==> config.mk <==
export PLATFORM = sky130hd
export DESIGN_NAME = h2_console_arbiter_flat
export DESIGN_NICKNAME = d
export VERILOG_FILES = /design/src/rtl/h2_console_arbiter_pkg.sv /design/src/rtl/h2_console_arbiter_if.sv /design/src/rtl/h2_console_arbiter_fifo.sv /design/src/rtl/h2_console_arbiter.sv /design/src/flat_wrapper.sv
export SDC_FILE = /design/constraint.sdc
export NUM_CORES = 1
export LEC_CHECK = 0
export ABC_AREA = 1
export BUFFER_PORTS_ARGS = -buffer_cell sky130_fd_sc_hd__buf_2
export CAP_MARGIN = 20
export CORE_UTILIZATION = 38
export DETAILED_ROUTE_END_ITERATION = 8
export PLACE_DENSITY_LB_ADDON = 0.2
export SYNTH_ARGS = -nofsm -noshare
export SYNTH_HDL_FRONTEND = slang
export SYNTH_SLANG_ARGS = --single-unit
==> constraint.sdc <==
create_clock -name phi -period 3.8 [get_ports phi]
set_input_delay 1.14 -clock phi [delete_from_list [all_inputs] [get_ports phi]]
set_output_delay 1.14 -clock phi [all_outputs]
set_load 0.03 [all_outputs]
==> src/rtl/h2_console_arbiter_pkg.sv <==
// Shared types and helpers for the h2 console arbiter slice.
package h2_console_pkg;

  localparam int CON_W = 8;

  typedef logic [CON_W-1:0] con_byte_t;

  // Round-robin candidate index: (base + off) wrapped into [0, n).
  function automatic int unsigned rr_index(input int unsigned base,
                                           input int unsigned off,
                                           input int unsigned n);
    return (base + off) % n;
  endfunction

endpackage

==> src/rtl/h2_console_arbiter_if.sv <==
// Console output channel: one tagged byte at a time on valid/ready.
interface h2_console_arbiter_if #(
  parameter int NCORE = 4,
  parameter int W     = 8
);
  localparam int SW = $clog2(NCORE);

  logic          out_valid;
  logic [W-1:0]  out_data;
  logic [SW-1:0] out_src;
  logic          out_ready;

  modport master (output out_valid, output out_data, output out_src, input out_ready);
  modport slave  (input out_valid, input out_data, input out_src, output out_ready);
endinterface

==> src/rtl/h2_console_arbiter_fifo.sv <==
// Per-core byte FIFO; a pop frees the slot for a push on the same edge.
module h2_console_fifo #(
  parameter int W     = 8,
  parameter int DEPTH = 2
) (
  input  logic         clk,
  input  logic         rst_n,
  input  logic         push,
  input  logic         pop,
  input  logic [W-1:0] din,
  output logic [W-1:0] dout,
  output logic         empty,
  output logic         full
);
  localparam int AW = $clog2(DEPTH);
  localparam int CW = AW + 1;

  logic [W-1:0]  mem_r [DEPTH];
  logic [AW-1:0] rd_ptr_r;
  logic [AW-1:0] wr_ptr_r;
  logic [CW-1:0] count_r;
  logic [CW-1:0] count_nxt_s;
  logic          empty_r;
  logic          full_r;
  logic          pop_ok_s;
  logic          push_ok_s;

  assign pop_ok_s  = pop & ~empty_r;
  assign push_ok_s = push & (~full_r | pop_ok_s);
  assign dout      = mem_r[rd_ptr_r];
  assign empty     = empty_r;
  assign full      = full_r;

  // Next occupancy from the accepted push/pop pair.
  always_comb begin
    count_nxt_s = count_r;
    case ({push_ok_s, pop_ok_s})
      2'b10:   count_nxt_s = count_r + CW'(1);
      2'b01:   count_nxt_s = count_r - CW'(1);
      default: count_nxt_s = count_r;
    endcase
  end

  // Pointers, occupancy and registered status flags.
  always_ff @(posedge clk) begin
    if (!rst_n) begin
      rd_ptr_r <= {AW{1'b0}};
      wr_ptr_r <= {AW{1'b0}};
      count_r  <= {CW{1'b0}};
      empty_r  <= 1'b1;
      full_r   <= 1'b0;
    end else begin
      if (pop_ok_s)  rd_ptr_r <= rd_ptr_r + AW'(1);
      if (push_ok_s) wr_ptr_r <= wr_ptr_r + AW'(1);
      count_r <= count_nxt_s;
      empty_r <= (count_nxt_s == CW'(0));
      full_r  <= (count_nxt_s == CW'(DEPTH));
    end
  end

  // Storage write; contents need no reset because pointers gate reads.
  always_ff @(posedge clk) begin
    if (rst_n && push_ok_s) mem_r[wr_ptr_r] <= din;
  end

endmodule

==> src/rtl/h2_console_arbiter.sv <==
// Buffers console bytes from NCORE cores and round-robins them onto one tagged channel.
module h2_console_arbiter
  import h2_console_pkg::*;
#(
  parameter int NCORE = 4,
  parameter int W     = CON_W,
  parameter int DEPTH = 2
) (
  input  logic               phi,
  input  logic               rst_n,
  input  logic [NCORE*W-1:0] cout,
  input  logic [NCORE-1:0]   cstrobe,
  output logic [NCORE-1:0]   cfull,
  output logic [NCORE-1:0]   ovf,
  h2_console_arbiter_if.master con
);
  localparam int SW = $clog2(NCORE);

  logic [NCORE-1:0]        empty_s;
  logic [NCORE-1:0]        full_s;
  logic [NCORE-1:0]        pop_s;
  logic [NCORE-1:0][W-1:0] head_s;
  logic                    free_s;
  logic                    grant_valid_s;
  logic [SW-1:0]           grant_idx_s;
  logic [SW-1:0]           cand_s;
  logic [SW-1:0]           rr_r;
  logic                    out_valid_r;
  logic [W-1:0]            out_data_r;
  logic [SW-1:0]           out_src_r;
  logic [NCORE-1:0]        ovf_r;

  for (genvar i = 0; i < NCORE; i++) begin : g_fifo
    h2_console_fifo #(.W(W), .DEPTH(DEPTH)) u_fifo (
      .clk   (phi),
      .rst_n (rst_n),
      .push  (cstrobe[i]),
      .pop   (pop_s[i]),
      .din   (cout[i*W +: W]),
      .dout  (head_s[i]),
      .empty (empty_s[i]),
      .full  (full_s[i])
    );
  end

  assign free_s        = ~out_valid_r | con.out_ready;
  assign cfull         = full_s;
  assign ovf           = ovf_r;
  assign con.out_valid = out_valid_r;
  assign con.out_data  = out_data_r;
  assign con.out_src   = out_src_r;

  // Round-robin search; walking from the far end lets the nearest candidate overwrite.
  always_comb begin
    grant_valid_s = 1'b0;
    grant_idx_s   = {SW{1'b0}};
    cand_s        = rr_r;
    for (int k = NCORE; k >= 1; k--) begin
      cand_s        = SW'(rr_index(32'(rr_r), 32'(k), 32'(NCORE)));
      grant_valid_s = grant_valid_s | ~empty_s[cand_s];
      grant_idx_s   = empty_s[cand_s] ? grant_idx_s : cand_s;
    end
  end

  // Pop only the winner, and only when the output register can take its head.
  always_comb begin
    pop_s              = {NCORE{1'b0}};
    pop_s[grant_idx_s] = free_s & grant_valid_s;
  end

  // Output register and round-robin pointer.
  always_ff @(posedge phi) begin
    if (!rst_n) begin
      out_valid_r <= 1'b0;
      out_data_r  <= {W{1'b0}};
      out_src_r   <= {SW{1'b0}};
      rr_r        <= SW'(NCORE - 1);
    end else if (free_s) begin
      if (grant_valid_s) begin
        out_valid_r <= 1'b1;
        out_data_r  <= head_s[grant_idx_s];
        out_src_r   <= grant_idx_s;
        rr_r        <= grant_idx_s;
      end else begin
        out_valid_r <= 1'b0;
      end
    end
  end

  // Sticky drop flags: strobe into a full FIFO that is not draining this edge.
  always_ff @(posedge phi) begin
    if (!rst_n) begin
      ovf_r <= {NCORE{1'b0}};
    end else begin
      ovf_r <= ovf_r | (cstrobe & full_s & ~pop_s);
    end
  end

endmodule

==> src/flat_wrapper.sv <==
// flat-port wrapper written by rule: the top's interface ports become plain ports
module h2_console_arbiter_flat import h2_console_pkg::*;
#(
  parameter int NCORE = 4,
  parameter int W     = CON_W,
  parameter int DEPTH = 2
)
  (phi, rst_n, cout, cstrobe, cfull, ovf, con_out_valid, con_out_data, con_out_src, con_out_ready);
  h2_console_arbiter_if #(.NCORE(NCORE), .W(W)) con_i ();
  input  logic phi;
  input  logic rst_n;
  input  logic [NCORE*W-1:0] cout;
  input  logic [NCORE-1:0] cstrobe;
  output logic [NCORE-1:0] cfull;
  output logic [NCORE-1:0] ovf;
  output wire logic [$bits(con_i.out_valid)-1:0] con_out_valid;
  output wire logic [$bits(con_i.out_data)-1:0] con_out_data;
  output wire logic [$bits(con_i.out_src)-1:0] con_out_src;
  input wire logic [$bits(con_i.out_ready)-1:0] con_out_ready;
  assign con_out_valid = con_i.out_valid;
  assign con_out_data = con_i.out_data;
  assign con_out_src = con_i.out_src;
  assign con_i.out_ready = con_out_ready;
  h2_console_arbiter #(.NCORE(NCORE), .W(W), .DEPTH(DEPTH)) u_core (.phi(phi), .rst_n(rst_n), .cout(cout), .cstrobe(cstrobe), .cfull(cfull), .ovf(ovf), .con(con_i));
endmodule
==> impl_metrics.env <==
export IMPL_status="finished, violations left"
export IMPL_violations="design-rule violations"
export IMPL_p_total_mw=4.81
export IMPL_finalCritPeriodShare_pct=79.3
export IMPL_synth_adder_area_share_pct=1.09
export IMPL_dp_cells=640
export IMPL_hold_buffers=0
export IMPL_cts_tree="yes"
export IMPL_dp_hpwl_um=6540
export IMPL_final_util_pct=45.4
export IMPL_drive_gt1_share_pct=17.3
export IMPL_synth_most_common_cell="nand2_1"
export IMPL_ys_warn_count=0
export IMPL_synth_top_family_by_area="simple AND/OR/NAND/NOR gates"
export IMPL_die_area_mm2=0.0125
export IMPL_critical_path_arrival_ns=3.25
export IMPL_grt_usage_pct=15.6
export IMPL_fin_skew_ns=0.00788
export IMPL_fill_cells=1110
export IMPL_synth_edf_count=64
export IMPL_cts_clk_slew_worst_paths_ns=0.07
export IMPL_port_buffers=57
export IMPL_synthMuxAreaShare_pct=6.97
export IMPL_start_kind="register"
export IMPL_wire_per_inst_um=14.0
export IMPL_die_w_um=112
export IMPL_end_kind="register"
export IMPL_wl_um=9180
export IMPL_finalSetupViolations=0
export IMPL_tightest_slew_ns=0.731
export IMPL_post_cts_buffers=0
export IMPL_core_mm2=0.0116
export IMPL_worstPathMaxFanout=19
export IMPL_synth_net_count=498
export IMPL_drv_slew=0
export IMPL_cts_root_buffer="clkbuf_16"
export IMPL_rsz0062_at_grt="false"
export IMPL_ir_drop_mv=0.318
export IMPL_cts_sinks=109
export IMPL_vias=3085
export IMPL_fin_crit_ns=3.01
export IMPL_synth_main_ff_cell="edfxtp_1"
export IMPL_holdWs_ns=0.449
export IMPL_ys_async_sr_fraction_pct=0
export IMPL_grt_pass1_vias=3004
export IMPL_cts_buffer_depth=2
export IMPL_synth_top_cell_area_share_pct=41.8
export IMPL_htreeDepth=3
export IMPL_cts_buffers=9
export IMPL_path_class="reg -> reg"
export IMPL_required_ns=4.04
export IMPL_fin_tns_setup_ns=0
export IMPL_ys_top_cells_by_count="nand2_1, edfxtp_1, nor2_1"
export IMPL_gp_congestion=0.806
export IMPL_synthToLayoutAreaGrowth_pct=14.6
export IMPL_finalInstanceArea_mm2=0.00527
export IMPL_synthSimpleGateAreaFrac_pct=19.3
export IMPL_antenna_cells=0
export IMPL_fin_nets=551
export IMPL_die_y_um=112
export IMPL_ys_seq_area_share_pct=61.4
export IMPL_pin_count=58
export IMPL_syn_instance_count=455
export IMPL_synth_xor_area_share_pct=1.33
export IMPL_grt_pass1_wl_um=14900
export IMPL_pre_cts_ws_ns=0.530
export IMPL_finalHoldViolCount=0
export IMPL_post_dp_cell_area_mm2=0.00498
export IMPL_maxCapViolations=0
export IMPL_synth_compound_area_share_pct=2.97
export IMPL_placementRows=39
export IMPL_viasPerCell=4.70
export IMPL_clock_latency_ns=0.34
export IMPL_synth_area_top_cells="edfxtp_1, dfxtp_1, nand2_1"
export IMPL_syn_area_mm2=0.00460
export IMPL_grt_max_degree=20
export IMPL_slew_limit_headroom_pct=51.1
export IMPL_synth_top_area_cell="edfxtp_1"
export IMPL_syn_area_per_cell_um2=10.1
export IMPL_grt_overflow_total=0
export IMPL_instances_no_fill=656
export IMPL_dr_first_iter_drc_count=161
export IMPL_hold_class="reg -> reg"
export IMPL_finalWorstSetupSlack_ns=0.788
export IMPL_antenna_found_initial=0
export IMPL_p_per_area_mw_per_mm2=912
export IMPL_netlist_cell_type_count=24
export IMPL_cellLeakagePower_nw=2.35
export IMPL_drt_pass1_iterations=8
export IMPL_antenna_left=0
export IMPL_max_freq_mhz=332
export IMPL_post_cts_resized=0
export IMPL_ys_ff_latch=109
export IMPL_drc_errors=2
export IMPL_start_util_pct=39.6
sequential cells by signal, summed over array words and instances (netlist names), named ones only:
signal,cells
u_core.g_fifo.u_fifo.mem_r,64
u_core.con.out_data,8
u_core.g_fifo.u_fifo.count_r,8
u_core.g_fifo.u_fifo.empty,4
u_core.g_fifo.u_fifo.full,4
u_core.g_fifo.u_fifo.rd_ptr_r,4
u_core.g_fifo.u_fifo.wr_ptr_r,4
u_core.ovf,4
u_core.con.out_src,2
u_core.rr_r,2
u_core.con.out_valid,1
layout by cell type (no fill, tap or decap):
cell type and n:
nand2_1 89, nand3_1 52, edfxtp_1 64, dfxtp_1 45, clkinv_4 2, xor2_1 7
nand4_2 2, nand3_2 2, buf_2 57, a21oi_1 10, buf_4 5, o21ai_1 2
inv_1 51, inv_6 1, clkinv_2 1, a21oi_4 1, nor2_1 57, o21ai_0 9
ha_1 4, inv_2 2, clkbuf_16 9, mux2i_1 32, inv_4 1, o211ai_1 2
clkinvlp_4 2, clkbuf_8 1, nand2_4 3
power by group:
part,total [mW],internal [mW],switching [mW]
registers,1.65,1.49,0.156
clock network,0.890,0.466,0.424
logic,2.27,0.744,1.53
cell families (layout without fill, tap and decap cells):
family	Yosys count	count (layout)
xor gates and xnor gates	7	7
buffers and inverters	74	132
adders and majority gates	4	4
AOI/OAI and AO/OA	24	24
muxes	32	32
and+or+nand+nor	205	205
DFF	109	109
worst max-delay path, cell delays in order (launching register included):
cell	delay, ns
dfxtp_1	0.49
inv_4	0.11
nand2_1	0.07
nand2_1	0.08
nand2_1	0.12
nand2_1	0.10
nor2_1	0.18
nand2_4	0.19
nand2_4	0.26
nand3_2	0.17
nand2_1	0.12
nand2_1	0.09
ha_1	0.31
a21oi_1	0.12
o21ai_0	0.09
inv_1	0.07
nor2_1	0.04
nor2_1	0.12
inv_1	0.06
o21ai_0	0.07
inv_1	0.06
worst paths after layout:
check / slack [ns] / to / startpoint / cells past startpoint
setup / recovery: 0.79 / u_core.g_fifo[1].u_fifo.empty$_SDFF_PN1_ / u_core.rr_r[0]$_SDFFE_PN1N_ / 20
hold / removal: 0.45 / u_core.ovf[1]$_SDFF_PN0_ / u_core.ovf[1]$_SDFF_PN0_ / 2
setup reg to reg: 0.79 / u_core.g_fifo[1].u_fifo.empty$_SDFF_PN1_ / u_core.rr_r[0]$_SDFFE_PN1N_ / 20
hold reg to reg: 0.45 / u_core.ovf[1]$_SDFF_PN0_ / u_core.ovf[1]$_SDFF_PN0_ / 2
layout make-up:
| class | instances | area, um^2 | share of cell area (%) |
|---|---|---|---|
| inverters | 54 | 205 | 3.89 |
| clock inverters | 6 | 46.3 | 0.878 |
| well taps | 143 | 179 | 3.40 |
| flip-flops and latches | 109 | 2820 | 53.6 |
| multi-input cells | 272 | 1460 | 27.6 |
| repair buffers | 62 | 323 | 6.13 |
| clock buffers | 10 | 239 | 4.53 |
layer usage:
metal | global-route usage [%] | vias to the layer above | part of all wire (%)
met5 | 0 | - | 0
met4 | 4.89 | 0 | 0.96
met3 | 3.86 | 5 | 3.2
met2 | 26.7 | 46 | 48
met1 | 19.5 | 1436 | 47
li1 | - | 1598 | -
No activity file was read; power rests on OpenSTA's default activity.
